**config.mk**
```make
export PLATFORM = sky130hd
export DESIGN_NAME = gbf_flgwei_fifo_ctrl_flat
export DESIGN_NICKNAME = d
export VERILOG_FILES = /design/src/rtl/gbf_flgwei_fifo_ctrl_pkg.sv /design/src/rtl/gbf_flgwei_fifo_ctrl_if.sv /design/src/rtl/gbf_flgwei_fifo_ctrl_skid.sv /design/src/rtl/gbf_flgwei_fifo_ctrl.sv /design/src/flat_wrapper.sv
export SDC_FILE = /design/constraint.sdc
export NUM_CORES = 1
export LEC_CHECK = 0
export ABC_AREA = 1
export CELL_PAD_IN_SITES_DETAIL_PLACEMENT = 2
export CELL_PAD_IN_SITES_GLOBAL_PLACEMENT = 2
export CORE_MARGIN = 8
export CORE_UTILIZATION = 29
export CTS_BUF_LIST = sky130_fd_sc_hd__clkbuf_8
export DETAILED_ROUTE_END_ITERATION = 8
export HOLD_SLACK_MARGIN = 0.08
export MAX_ROUTING_LAYER = met4
export PLACE_DENSITY = 0.84
export SLEW_MARGIN = 20
export SYNTH_ARGS = -nofsm -noshare
export SYNTH_HDL_FRONTEND = slang
export SYNTH_SLANG_ARGS = --single-unit
export TNS_END_PERCENT = 1
```
**constraint.sdc**
```tcl
create_clock -name clk -period 5.1 [get_ports clk]
set_input_delay 0.51 -clock clk [delete_from_list [all_inputs] [get_ports clk]]
set_output_delay 0.51 -clock clk [all_outputs]
set_load 0.02 [all_outputs]
```
**src/rtl/gbf_flgwei_fifo_ctrl_pkg.sv**
```systemverilog
// Shared types and constants for the flag/weight global-buffer FIFO controller.
package gbf_ctrl_pkg;

    localparam int   SKID_DEPTH = 2;
    localparam logic PRI_WR_RST = 1'b1;

    typedef enum logic {
        PRI_RD = 1'b0,
        PRI_WR = 1'b1
    } pri_e;

    // level must hold 0..2**depth_bit inclusive, hence one extra bit.
    function automatic int level_w(input int depth_bit);
        return depth_bit + 1;
    endfunction

endpackage

```
**src/rtl/gbf_flgwei_fifo_ctrl_if.sv**
```systemverilog
// Loader stream, PE-side stream and single-port SRAM bus of the FIFO controller.
interface gbf_flgwei_fifo_ctrl_if #(
    parameter int SRAM_DEPTH_BIT = 6,
    parameter int SRAM_WIDTH     = 28
);
    import gbf_ctrl_pkg::*;

    logic                                 wr_valid;
    logic                                 wr_ready;
    logic [SRAM_WIDTH-1:0]                wr_data;
    logic                                 rd_valid;
    logic                                 rd_ready;
    logic [SRAM_WIDTH-1:0]                rd_data;
    logic [level_w(SRAM_DEPTH_BIT)-1:0]   level;
    logic [SRAM_DEPTH_BIT-1:0]            sram_addr_w;
    logic [SRAM_DEPTH_BIT-1:0]            sram_addr_r;
    logic                                 sram_write_en;
    logic                                 sram_read_en;
    logic [SRAM_WIDTH-1:0]                sram_data_in;
    logic [SRAM_WIDTH-1:0]                sram_data_out;

    modport master (
        input  wr_valid, wr_data, rd_ready, sram_data_out,
        output wr_ready, rd_valid, rd_data, level,
               sram_addr_w, sram_addr_r, sram_write_en, sram_read_en, sram_data_in
    );

    modport slave (
        output wr_valid, wr_data, rd_ready, sram_data_out,
        input  wr_ready, rd_valid, rd_data, level,
               sram_addr_w, sram_addr_r, sram_write_en, sram_read_en, sram_data_in
    );

endinterface

```
**src/rtl/gbf_flgwei_fifo_ctrl_skid.sv**
```systemverilog
// Two-entry output skid buffer catching SRAM read returns ahead of the consumer.
module gbf_rd_skid
    import gbf_ctrl_pkg::*;
#(
    parameter int WIDTH = 28
) (
    input  logic             clk,
    input  logic             rst_n,
    input  logic             flush,
    input  logic             push,
    input  logic [WIDTH-1:0] push_data,
    input  logic             pop,
    output logic [WIDTH-1:0] head_data,
    output logic [1:0]       occ
);

    logic [WIDTH-1:0] mem [SKID_DEPTH];
    logic             head;
    logic             tail;
    logic             do_push;
    logic             do_pop;

    always_comb begin
        do_pop  = pop && (occ != 2'd0);
        do_push = push && ((occ != 2'd2) || do_pop);
        // With two slots the tail is the head slot when occ is even, the other one when odd.
        tail    = head ^ occ[0];
    end

    assign head_data = mem[head];

    always_ff @(posedge clk) begin
        if (do_push && !flush) begin
            mem[tail] <= push_data;
        end
    end

    always_ff @(posedge clk or negedge rst_n) begin
        if (!rst_n) begin
            head <= 1'b0;
            occ  <= 2'd0;
        end else if (flush) begin
            head <= 1'b0;
            occ  <= 2'd0;
        end else begin
            if (do_pop) begin
                head <= ~head;
            end
            case ({do_push, do_pop})
                2'b10:   occ <= occ + 2'd1;
                2'b01:   occ <= occ - 2'd1;
                default: occ <= occ;
            endcase
        end
    end

endmodule

```
**src/rtl/gbf_flgwei_fifo_ctrl.sv**
```systemverilog
// Runs the single-port flag/weight GBF SRAM as a circular FIFO with write/read arbitration.
module gbf_flgwei_fifo_ctrl
    import gbf_ctrl_pkg::*;
#(
    parameter int SRAM_DEPTH_BIT = 6,
    parameter int SRAM_WIDTH     = 28
) (
    input  logic                    clk,
    input  logic                    rst_n,
    input  logic                    flush,
    gbf_flgwei_fifo_ctrl_if.master  bus
);

    localparam int LW    = level_w(SRAM_DEPTH_BIT);
    localparam int DEPTH = 1 << SRAM_DEPTH_BIT;

    logic [SRAM_DEPTH_BIT-1:0] wr_ptr;
    logic [SRAM_DEPTH_BIT-1:0] rd_ptr;
    logic [LW-1:0]             count;
    logic                      rd_pend;
    pri_e                      pri;
    pri_e                      pri_next;

    logic [1:0]                skid_occ;
    logic [SRAM_WIDTH-1:0]     skid_head;

    logic full;
    logic empty;
    logic rd_want;
    logic wr_ready;
    logic wr_go;
    logic rd_go;
    logic conflict;
    logic rd_valid;
    logic pop;

    always_comb begin
        full     = (count == LW'(DEPTH));
        empty    = (count == '0);
        // Outstanding read plus buffered words must leave room for the return.
        rd_want  = !empty && (({1'b0, skid_occ} + {2'b00, rd_pend}) < 3'd2);
        wr_ready = !full && !(rd_want && (pri == PRI_RD));
        wr_go    = bus.wr_valid && wr_ready && !flush;
        rd_go    = rd_want && !wr_go && !flush;
        conflict = bus.wr_valid && rd_want && !full;
        rd_valid = (skid_occ != 2'd0);
        pop      = rd_valid && bus.rd_ready;
    end

    always_comb begin
        pri_next = pri;
        if (flush) begin
            pri_next = PRI_WR_RST ? PRI_WR : PRI_RD;
        end else if (conflict) begin
            pri_next = (pri == PRI_WR) ? PRI_RD : PRI_WR;
        end
    end

    always_ff @(posedge clk or negedge rst_n) begin
        if (!rst_n) begin
            pri <= PRI_WR_RST ? PRI_WR : PRI_RD;
        end else begin
            pri <= pri_next;
        end
    end

    always_ff @(posedge clk or negedge rst_n) begin
        if (!rst_n) begin
            wr_ptr  <= '0;
            rd_ptr  <= '0;
            count   <= '0;
            rd_pend <= 1'b0;
        end else if (flush) begin
            wr_ptr  <= '0;
            rd_ptr  <= '0;
            count   <= '0;
            rd_pend <= 1'b0;
        end else begin
            rd_pend <= rd_go;
            if (wr_go) begin
                wr_ptr <= wr_ptr + 1'b1;
                count  <= count + LW'(1);
            end else if (rd_go) begin
                rd_ptr <= rd_ptr + 1'b1;
                count  <= count - LW'(1);
            end
        end
    end

    gbf_rd_skid #(
        .WIDTH (SRAM_WIDTH)
    ) u_skid (
        .clk       (clk),
        .rst_n     (rst_n),
        .flush     (flush),
        .push      (rd_pend),
        .push_data (bus.sram_data_out),
        .pop       (pop),
        .head_data (skid_head),
        .occ       (skid_occ)
    );

    assign bus.wr_ready      = wr_ready;
    assign bus.rd_valid      = rd_valid;
    assign bus.rd_data       = skid_head;
    assign bus.level         = count;
    assign bus.sram_addr_w   = wr_ptr;
    assign bus.sram_addr_r   = rd_ptr;
    assign bus.sram_write_en = wr_go;
    assign bus.sram_read_en  = rd_go;
    assign bus.sram_data_in  = bus.wr_data;

endmodule

```
**src/flat_wrapper.sv**
```systemverilog
// flat-port wrapper written by rule: the top's interface ports become plain ports
module gbf_flgwei_fifo_ctrl_flat import gbf_ctrl_pkg::*;
#(
    parameter int SRAM_DEPTH_BIT = 6,
    parameter int SRAM_WIDTH     = 28
)
  (clk, rst_n, flush, bus_wr_valid, bus_wr_data, bus_rd_ready, bus_sram_data_out, bus_wr_ready, bus_rd_valid, bus_rd_data, bus_level, bus_sram_addr_w, bus_sram_addr_r, bus_sram_write_en, bus_sram_read_en, bus_sram_data_in);
  gbf_flgwei_fifo_ctrl_if #(.SRAM_DEPTH_BIT(SRAM_DEPTH_BIT), .SRAM_WIDTH(SRAM_WIDTH)) bus_i ();
  input  logic clk;
  input  logic rst_n;
  input  logic flush;
  input wire logic [$bits(bus_i.wr_valid)-1:0] bus_wr_valid;
  input wire logic [$bits(bus_i.wr_data)-1:0] bus_wr_data;
  input wire logic [$bits(bus_i.rd_ready)-1:0] bus_rd_ready;
  input wire logic [$bits(bus_i.sram_data_out)-1:0] bus_sram_data_out;
  output wire logic [$bits(bus_i.wr_ready)-1:0] bus_wr_ready;
  output wire logic [$bits(bus_i.rd_valid)-1:0] bus_rd_valid;
  output wire logic [$bits(bus_i.rd_data)-1:0] bus_rd_data;
  output wire logic [$bits(bus_i.level)-1:0] bus_level;
  output wire logic [$bits(bus_i.sram_addr_w)-1:0] bus_sram_addr_w;
  output wire logic [$bits(bus_i.sram_addr_r)-1:0] bus_sram_addr_r;
  output wire logic [$bits(bus_i.sram_write_en)-1:0] bus_sram_write_en;
  output wire logic [$bits(bus_i.sram_read_en)-1:0] bus_sram_read_en;
  output wire logic [$bits(bus_i.sram_data_in)-1:0] bus_sram_data_in;
  assign bus_i.wr_valid = bus_wr_valid;
  assign bus_i.wr_data = bus_wr_data;
  assign bus_i.rd_ready = bus_rd_ready;
  assign bus_i.sram_data_out = bus_sram_data_out;
  assign bus_wr_ready = bus_i.wr_ready;
  assign bus_rd_valid = bus_i.rd_valid;
  assign bus_rd_data = bus_i.rd_data;
  assign bus_level = bus_i.level;
  assign bus_sram_addr_w = bus_i.sram_addr_w;
  assign bus_sram_addr_r = bus_i.sram_addr_r;
  assign bus_sram_write_en = bus_i.sram_write_en;
  assign bus_sram_read_en = bus_i.sram_read_en;
  assign bus_sram_data_in = bus_i.sram_data_in;
  gbf_flgwei_fifo_ctrl #(.SRAM_DEPTH_BIT(SRAM_DEPTH_BIT), .SRAM_WIDTH(SRAM_WIDTH)) u_core (.clk(clk), .rst_n(rst_n), .flush(flush), .bus(bus_i));
endmodule
```
== Yosys cells after proc, flatten, opt, wreduce, memory -nomap -nowiden ==
Memory sizes are Yosys's and may differ from the RTL's.
Index checks and enable logic that the tools add are counted.

* Flip-flop bits (word level): 24
* Memories kept: 1
* Output and inout bits: 79
* RAM bits: 56

{| class="wikitable"
|+ Memories
! memory !! words !! bits a word !! rd ports !! clocked after memory_dff !! write ports !! RTL line !! source
|-
| u_core.u_skid.mem || 2 || 28 || 1 || 0 || 1 || gbf_flgwei_fifo_ctrl_skid.sv:17 || <nowiki>logic [WIDTH-1:0] mem [SKID_DEPTH];</nowiki>
|}

* Reductions and logical operators: 28
* Mux-type cells: 18
* $add $sub $neg: 7
* Magnitude comparators: 1
* Eq/ne operators: 5
* Bitwise gates (word level): 3

{| class="wikitable"
|+ Operators by type and width
! kind !! count
|-
| 6-bit two-way mux || 5
|-
| 7-bit two-way mux || 3
|-
| 1-bit logical AND || 13
|-
| 6-bit by 1-bit adder with 6-bit output, second input constant || 2
|-
| 2-bit nonzero test || 5
|-
| 1-bit two-way mux || 8
|-
| 7-bit by 1-bit adder with 7-bit output, second input constant || 1
|-
| 7-bit equality test, second input constant || 1
|-
| 7-bit logical NOT || 1
|-
| 7-bit by 1-bit subtractor with 7-bit output, second input constant || 1
|-
| 3-bit nonzero test || 2
|-
| 1-bit logical NOT || 5
|-
| 2-bit != test, second input constant || 2
|-
| 2-bit one-hot mux with 2 select lines || 1
|-
| 2-bit by 1-bit adder with 3-bit output || 1
|-
| 3-bit by 2-bit less-than comparator with 1-bit output, second input constant || 1
|-
| 2-bit by 1-bit adder with 2-bit output, second input constant || 1
|-
| 2-bit by 1-bit equality test with 1-bit output, second input constant || 1
|-
| 2-bit equality test, second input constant || 1
|-
| 2-bit two-way mux || 1
|-
| 1-bit NOT || 2
|-
| 2-bit AND reduction || 1
|-
| 2-bit by 1-bit subtractor with 2-bit output, second input constant || 1
|-
| 1-bit logical OR || 1
|-
| 1-bit XOR || 1
|}

== Longest topological paths before layout ==
Gate-level depths: netlist of the first run.

* Depth in word-level cells: 14
* Mapped depth: 14
* Depth with buffers taken out: 14

== By module ==
From an unflattened synthesis of the first run, not the netlist that was laid out.

* Cells, all modules: 373
* Area, all modules: 3,809.9 um^2

{| class="wikitable"
|+ By module, submodules not included
! module !! area an instance (um^2) !! seq. area each (um^2) !! times used !! cells each
|-
| gbf_rd_skid || 2,250.9 || 1,756.7 || 1 || 180
|-
| gbf_flgwei_fifo_ctrl || 1,559.0 || 526.8 || 1 || 193
|}

== Worst setup path after synthesis of the first run ==
OpenSTA, ideal clock, no wires.

* Path type: input-to-reg
* Start: input port flush
* End: memory u_core.u_skid.mem[0][0], enable pin
* Setup time: 0.413 ns
* Slack: 2.701 ns
* Stages on the path: 3
* Arrival time: 1.986 ns
* Cells stage by stage: clkinv_1 o211ai_1 nor2_1

* Cells in the longest elaborated chain, start to end: 4

{| class="wikitable"
|+ Ends and longest elaborated chain
! element !! RTL line !! source
|-
| from (decl) || flat_wrapper.sv:11 || <nowiki>input logic flush;</nowiki>
|-
| 1-bit logical NOT || gbf_flgwei_fifo_ctrl_skid.sv:33 || <nowiki>if (do_push && !flush) begin</nowiki>
|-
| 1-bit logical AND || gbf_flgwei_fifo_ctrl_skid.sv:33 ||
|-
| 1-bit two-way mux || gbf_flgwei_fifo_ctrl_skid.sv:33 ||
|-
| 1-bit two-way mux (implied by the code) || gbf_flgwei_fifo_ctrl_skid.sv:34 || <nowiki>mem[tail] <= push_data;</nowiki>
|-
| to (decl) || gbf_flgwei_fifo_ctrl_skid.sv:17 ||
|}

No other way between the ends.

== Worst setup path after layout of the first run ==
* Start: register u_core.count[0] (netlist: u_core.bus.level[0])
* End: output port bus_sram_write_en

* Cells in the longest elaborated chain, start to end: 8

{| class="wikitable"
|+ Ends and longest elaborated chain
! element !! RTL line !! source
|-
| from (decl) || gbf_flgwei_fifo_ctrl.sv:19 || <nowiki>logic [LW-1:0] count;</nowiki>
|-
| from (signal assigned) || gbf_flgwei_fifo_ctrl.sv:82 || <nowiki>count <= count + LW'(1);</nowiki>
|-
| from (signal assigned) || gbf_flgwei_fifo_ctrl.sv:85 || <nowiki>count <= count - LW'(1);</nowiki>
|-
| 7-bit logical NOT || gbf_flgwei_fifo_ctrl.sv:39 || <nowiki>empty = (count == '0);</nowiki>
|-
| 1-bit logical NOT || gbf_flgwei_fifo_ctrl.sv:41 || <nowiki>rd_want = !empty && (({1'b0, skid_occ} + {2'b00, rd_pend}) < 3'd2);</nowiki>
|-
| 1-bit logical AND || gbf_flgwei_fifo_ctrl.sv:41 ||
|-
| 1-bit logical AND || gbf_flgwei_fifo_ctrl.sv:42 || <nowiki>wr_ready = !full && !(rd_want && (pri == PRI_RD));</nowiki>
|-
| 1-bit logical NOT || gbf_flgwei_fifo_ctrl.sv:42 ||
|-
| 1-bit logical AND * || gbf_flgwei_fifo_ctrl.sv:42 ||
|-
| 1-bit logical AND * (2 in series) || gbf_flgwei_fifo_ctrl.sv:43 || <nowiki>wr_go = bus.wr_valid && wr_ready && !flush;</nowiki>
|-
| to (decl) || flat_wrapper.sv:22 || <nowiki>output wire logic [$bits(bus_i.sram_write_en)-1:0] bus_sram_write_en;</nowiki>
|}

Every way passes the cells marked *; elsewhere a longest branch is shown, timed or not.

==> key figures, run 1 <==
Critical path
  – Critical Path Start Type: flop
  – Delay-heaviest family, CP: buffers and inverters
  – Slowest cell on crit path: clkdlybuf4s50_1
  – Critical-path cell list: inv_1, nand2_1, nor2_1, nand2_1, nand3_2, nand3_1, inv_1, clkdlybuf4s50_1
  – Setup crit end kind: output pin
  – Maximum fanout along the worst path: 12
  – CP Class: reg2out
  – Worst path max stage delay: 0.65 ns
  – CP bufs+invs: 3
  – Req. time, crit path: 4.59 ns
  – Critical path arrival: 2.65 ns

Synth
  – Syn Inst Count: 363
  – Sequential-to-total area share from yosys stat: 61.2%
  – Async S/R FF share, synth: 30.0%
  – Area contributors post-synth: edfxtp_1 45%, dfrtp_1 15%, nand2_1 13%, buf_4 5.6%, nand3_1 2.5%
  – Synth top area share: 45.1%
  – Synth Net Count: 432
  – Synthesized flop and latch total: 80
  – Synth area leader: edfxtp_1
  – Cell area after synthesis: 3730 um^2
  – Mean Syn Cell Area: 10.3 um^2
  – Post-synth EDFFs: 56
  – Dominant synthesized flop cell: edfxtp_1
  – Count of different cell masters after synthesis: 35
  – Synth Warn #: 0

Power and ir drop
  – Power Density: 490 nW/um^2
  – VDD IR-drop max: 0.000184 V
  – Leakage Power: 0.00193 uW

Route
  – Antenna viol nets, final: 0
  – DR vias/cell: 4.55
  – Avg WL per Cell: 16.3 um
  – Remaining routing DRC violations: 0
  – DRT Pass-1 Iters: 6
  – Initial drt markers: 110
  – Total number of vias: 2746
  – Total wire length: 9860 um

STA
  – WHS: 0.517 ns
  – Least-Margin Pin Slew: 0.973 ns
  – Period minus WS final: 3.16 ns
  – Final hold violations: 0
  – Period Utilization, post-route: 62.0%
  – Max-slew violations: 0
  – Setup Skew: 0.0101 ns
  – Fmax: 0.316 GHz
  – RSZ-0062 raised after global routing: no
  – Setup tns final: 0 ns
  – Finish-stage setup viols: 0
  – Max-slew headroom: 35.0%

Placement
  – Placer Congestion: 0.803
  – Port bufs: 83
  – Post-DP HPWL: 7320 um

CTS
  – CTS Buf Count: 9
  – Post-CTS Setup Inserts: 0
  – Clk sinks: 80
  – Root buffer cell: clkbuf_8
  – Longest Clk Path Bufs: 2
  – Worst skew pair latency: 0.36 ns
  – CTS Hold Bufs: 0
  – Post-CTS Resized: 0
  – Clk slew on worst S/H paths: 0.08 ns
  – H-tree levels: 3
  – CTS tree: done

Cells and area
  – Share of layout cells above drive strength 1: 7.66%
  – Nets: 495
  – Synthesis-to-layout area growth: 28.8%
  – # diodes: 0

Floorplan
  – Initial Util: 29.6%
  – Die height: 129 um
  – IO Count: 140
  – Die width: 129 um
  – Row cnt: 41
  – Core footprint: 12600 um^2
  – Die ar.: 16800 um^2

Worst hold path
  – Hold Path Class: in2async

GRT
  – GRT Residual Overflow: 0
  – Vias in the first global route: 3072
  – Initial antenna violation count: 0
  – Total Routing Usage GR: 12.9%
  – Global-route wire length before repair: 16000 um
  – Largest net degree at the start of global routing: 31

Flow run
  – Max-Cap Viols: 0

Outcome
  – Outcome: finished clean
## cell usage after synthesis, types with 2 or more instances
master / n
ha_1: 7
nor2_1: 9
o22ai_1: 3
buf_1: 2
xnor2_1: 6
buf_4: 28
xor2_1: 4
inv_1: 24
nand3_1: 19
nand4_1: 4
inv_2: 2
o21ai_1: 5
edfxtp_1: 56
a21oi_1: 7
nor2_4: 2
clkbuf_1: 4
o21ai_0: 12
nor3_1: 3
dfrtp_1: 23
nand2_2: 2
o211ai_1: 2
a31oi_1: 2
nand2_1: 125
## cells in the final DEF, fill, tap and decap left out, types with 2 or more instances in the layout
master             n
nand2_1          125
clkdlybuf4s50_1   83
edfxtp_1          56
inv_1             26
dfrtp_1           23
nand3_1           19
o21ai_0           12
clkbuf_8           9
nor2_1             7
a21oi_1            7
ha_1               7
xnor2_1            6
o21ai_1            5
buf_4              5
nand4_1            4
xor2_1             4
nor2_2             3
nor3_1             3
o22ai_1            3
bufinv_16          3
nor2_4             2
nand2_2            2
inv_2              2
o211ai_1           2
a31oi_1            2
## registers in the layout, summed over array words and instances (netlist names)
| register | flops |
|---|---|
| u_core.u_skid.mem | 56 |
| u_core.pri | 1 |
| u_core.rd_pend | 1 |
| u_core.u_skid.head | 1 |
| u_core.bus.sram_addr_w | 6 |
| u_core.u_skid.occ | 2 |
| u_core.bus.sram_addr_r | 6 |
| u_core.bus.level | 7 |
## kinds of logic (layout without fill, tap and decap cells)
kind of cell / after synthesis / count (layout) / synth area share [%]
adders and majority gates: 8 / 8 / 2.88
xor gates and xnor gates: 10 / 10 / 2.35
buffers and inverters: 63 / 131 / 9.39
and+or+nand+nor: 169 / 169 / 19.3
DFF: 80 / 80 / 61.2
AOI/OAI and AO/OA: 33 / 33 / 4.89
## worst reg2reg max path, cell delays in order (launching register included)
cell     delay (ns)
dfrtp_1        0.49
inv_1          0.09
nand2_1        0.06
nor2_1         0.12
nand2_1        0.09
nand3_2        0.13
nand3_1        0.42
ha_1           0.54
a21o_1         0.21
nand2_1        0.06
nand3_1        0.10
xnor2_1        0.14
o21ai_0        0.17
## final timing paths
kind                            cells after the start                start                        end  slack (ns)
worst min-delay path                                2                rst_n  u_core.bus.sram_addr_w[3]        0.52
worst min register to register                      1           u_core.pri                 u_core.pri        0.55
worst max register to register                     12  u_core.bus.level[0]        u_core.bus.level[5]        2.40
min in group clk                                    1           u_core.pri                 u_core.pri        0.55
max in group asynchronous                           2                rst_n                 u_core.pri        4.28
worst max-delay path                                8  u_core.bus.level[0]          bus_sram_write_en        1.94
## stage by stage
| step | instance area (um^2) | utilization (%) | power, uW | worst slack (ns) | instances |
|---|---|---|---|---|---|
| floorplan | 3730 | - | 1460 | 2.70 | 363 |
| global placement | 4570 | 36.2 | 1790 | 2.21 | 587 |
| detailed placement | 4570 | 36.2 | 1840 | 2.10 | 587 |
| CTS | 4810 | 38.1 | 2410 | 1.86 | 603 |
| global route | 4810 | 38.1 | 2530 | 1.70 | 603 |
| finish | 4810 | 38.1 | 2360 | 1.94 | 603 |
## layer usage
metal / vias up / part of all wire, % / track usage, %
li1: 1297 / - / -
met1: 1361 / 44 / 14.5
met2: 68 / 49 / 21.2
met3: 20 / 5.3 / 3.45
met4: 0 / 1.8 / 5.60
met5: - / 0 / -
## power by group
group / internal [uW] / switching (uW) / leakage [uW]
combinational: 374 / 561 / 0.000982
sequential: 796 / 74.5 / 0.000825
clock: 323 / 229 / 0.000126
total: 1490 / 864 / 0.00193
## layout make-up
cell class                      count  area [um^2]
Fill cell                        1417         7810
Sequential cell                    80         2280
Tap cell                          172          215
Clock inverter                      7          111
Inverter                           27          101
Multi-Input combinational cell    220         1100
Clock buffer                        9          124
Timing Repair Buffer               88          868
(Power assumes the default switching activity.)
==> inputs of run 2 (changes only) <==
--- a/config.mk
+++ b/config.mk
@@ -9,12 +9,12 @@
 export CELL_PAD_IN_SITES_DETAIL_PLACEMENT = 2
 export CELL_PAD_IN_SITES_GLOBAL_PLACEMENT = 2
 export CORE_MARGIN = 8
-export CORE_UTILIZATION = 29
+export CORE_UTILIZATION = 27
 export CTS_BUF_LIST = sky130_fd_sc_hd__clkbuf_8
 export DETAILED_ROUTE_END_ITERATION = 8
 export HOLD_SLACK_MARGIN = 0.08
 export MAX_ROUTING_LAYER = met4
-export PLACE_DENSITY = 0.84
+export PLACE_DENSITY = 0.79
 export SLEW_MARGIN = 20
 export SYNTH_ARGS = -nofsm -noshare
 export SYNTH_HDL_FRONTEND = slang
==> constraint.sdc (replaced) <==
create_clock -name clk -period 3.2 [get_ports clk]
set_input_delay 0.32 -clock clk [delete_from_list [all_inputs] [get_ports clk]]
set_output_delay 0.32 -clock clk [all_outputs]
set_load 0.02 [all_outputs]
==> key figures, run 2 (synthesized netlist as in run 1, its figures left out) <==
Power and ir drop
  – VDD IR-drop max: 0.000288 V (+56%)
  – Leakage Power: 0.00190 uW (-1.9%)
  – Switching Share: 38.1% (+1.4 points)
  – Power share of the combinational group: 41.8% (+2.1 points)
  – Power Density: 750 nW/um^2 (+53%)
  – NetSw: 1360 uW (+57%)
  – Clock share of power: 19.3% (-4.1 points)
  – Internal power: 2210 uW (+48%)
  – Flop pwr share: 38.9% (+2.0 points)

Floorplan
  – Die ar.: 17800 um^2 (+6.5%)
  – Core footprint: 13700 um^2 (+8.3%)
  – IO Count: 140 (unchanged)
  – Initial Util: 27.3% (-2.3 points)
  – Die width: 134 um (+3.2%)
  – Die height: 134 um (+3.2%)
  – Row cnt: 43 (+4.9%)

Flow run
  – Max-Cap Viols: 0 (unchanged)

STA
  – Setup Skew: 0.00755 ns (-0.00255 ns)
  – Max-slew headroom: 62.0% (+27 points)
  – Period Utilization, post-route: 90.7%
  – Fmax: 0.344 GHz
  – Least-Margin Pin Slew: 0.569 ns (-0.405 ns)
  – Period minus WS final: 2.90 ns
  – RSZ-0062 raised after global routing: no
  – Finish-stage setup viols: 0 (unchanged)
  – Max-slew violations: 0 (unchanged)
  – Setup tns final: 0 ns (unchanged)
  – Final hold violations: 0 (unchanged)

Critical path
  – Depth of the most critical reg-to-reg path: 11 (-1)
  – Delay-heaviest family, CP: buffers and inverters
  – Maximum fanout along the worst path: 12 (unchanged)
  – Critical-path cell list: inv_1, nand2_1, nor2_1, nand2_1, nand3_2, nand3_1, inv_1, clkdlybuf4s50_1
  – Worst path max stage delay: 0.63 ns (-0.02 ns)
  – Levels on crit path: 8 (unchanged)
  – CP Class: reg2out
  – Req. time, crit path: 2.88 ns (-1.71 ns)
  – Slowest cell on crit path: clkdlybuf4s50_1
  – Setup crit end kind: output pin
  – Critical Path Start Type: flop
  – Reg2Reg Setup Slack: 0.50 ns (-1.90 ns)
  – Critical path arrival: 2.58 ns (-0.07 ns)
  – CP bufs+invs: 3 (unchanged)

Route
  – Antenna viol nets, final: 0 (unchanged)
  – Total number of vias: 2742 (-0.15%)
  – Total wire length: 10000 um (+1.4%)
  – DR vias/cell: 4.50 (-1.3%)
  – Avg WL per Cell: 16.4 um (+0.26%)
  – Remaining routing DRC violations: 0 (unchanged)
  – DRT Pass-1 Iters: 4 (-2)
  – Initial drt markers: 83 (-25%)

Cells and area
  – Register area: 2280 um^2 (unchanged)
  – Share of layout cells above drive strength 1: 7.44% (-0.21 points)
  – # diodes: 0 (unchanged)
  – Multi-input logic area: 1100 um^2 (unchanged)
  – Nets: 496 (+0.20%)
  – Commonest non-fill, non-tap cell in the layout: nand2_1
  – Synthesis-to-layout area growth: 27.6%
  – Core Util, Final: 34.9% (-3.2 points)
  – Most frequent cells in the layout: 125 x nand2_1, 83 x clkdlybuf4s50_1, 56 x edfxtp_1
  – Largest Register: u_core.u_skid.mem
  – Max FFs per register: 56 (unchanged)
  – Filler Cells Inserted: 1514 (+6.8%)

Placement
  – Placer Congestion: 0.785 (-2.1%)
  – Port bufs: 83 (unchanged)
  – Post-DP HPWL: 7260 um (-0.76%)

CTS
  – Longest Clk Path Bufs: 2 (unchanged)
  – Root buffer cell: clkbuf_8
  – H-tree levels: 3 (unchanged)
  – CTS Buf Count: 9 (unchanged)
  – Clk slew on worst S/H paths: 0.08 ns (about the same)
  – Clk sinks: 80 (unchanged)
  – Worst skew pair latency: 0.35 ns (about the same)
  – CTS Hold Bufs: 0 (unchanged)
  – Post-CTS Setup Inserts: 0 (unchanged)
  – CTS tree: done
  – Post-CTS Resized: 0 (unchanged)

GRT
  – Vias in the first global route: 3078 (+0.20%)
  – GRT Residual Overflow: 0 (unchanged)
  – Global-route wire length before repair: 16000 um (about the same)
  – Largest net degree at the start of global routing: 30 (-3.2%)
  – Initial antenna violation count: 0 (unchanged)
  – Total Routing Usage GR: 11.6% (-1.2 points)

Worst hold path
  – Hold Path Class: in2async

Outcome
  – Outcome: finished clean
-- run 2: cell types whose count changed in the layout (fill, tap and decap cells not counted) --
cell and change:
clkinvlp_4 +1, buf_4 +1, clkinv_1 +2, inv_1 -2
inv_6 -1, bufinv_16 -2
-- run 2: power by group through the flow --
stage	sequential (uW)	combinational (uW)	clock (uW)
after floorplan	1440	892	0
after global placement	1400	1460	0
after detailed placement	1410	1530	0
after CTS	1390	1530	727
after global routing	1410	1650	760
final	1390	1500	691
-- run 2: worst paths after layout --
path,startpoint,endpoint
worst max-delay path,u_core.bus.level[0],bus_sram_write_en
max in group asynchronous,rst_n,u_core.pri
min in group clk,u_core.pri,u_core.pri
worst max register to register,u_core.bus.level[0],u_core.bus.level[3]
worst min-delay path,rst_n,u_core.bus.level[4]
worst min register to register,u_core.pri,u_core.pri
-- run 2: per-layer routing --
layer / up-vias / track usage, % / part of all wire [%]
met5: - / - / 0
met4: 0 / 3.49 / 0.55
met3: 12 / 3.88 / 5.3
met2: 77 / 19.8 / 50
met1: 1354 / 12.7 / 44
li1: 1299 / - / -
-- run 2: layout make-up --
class / count / area share, %
clock buffer: 9 / 2.60
clock inverter: 5 / 1.05
inverter: 27 / 2.13
multi-input combinational: 220 / 23.2
sequential: 80 / 47.9
tap: 180 / 4.73
timing repair buffer: 89 / 18.4
-- run 2: per-stage QoR --
step | instance area (um^2) | power (uW) | setup WS (ns) | hold WS (ns) | instances
finish | 4760 | 3570 | 0.297 | 0.340 | 610
floorplan | 3730 | 2330 | 0.885 | 0.0244 | 363
global placement | 4590 | 2860 | 0.587 | 0.511 | 596
global route | 4760 | 3820 | 0.0431 | 0.348 | 610
detailed placement | 4590 | 2940 | 0.420 | 0.518 | 596
CTS | 4760 | 3660 | 0.201 | 0.322 | 610
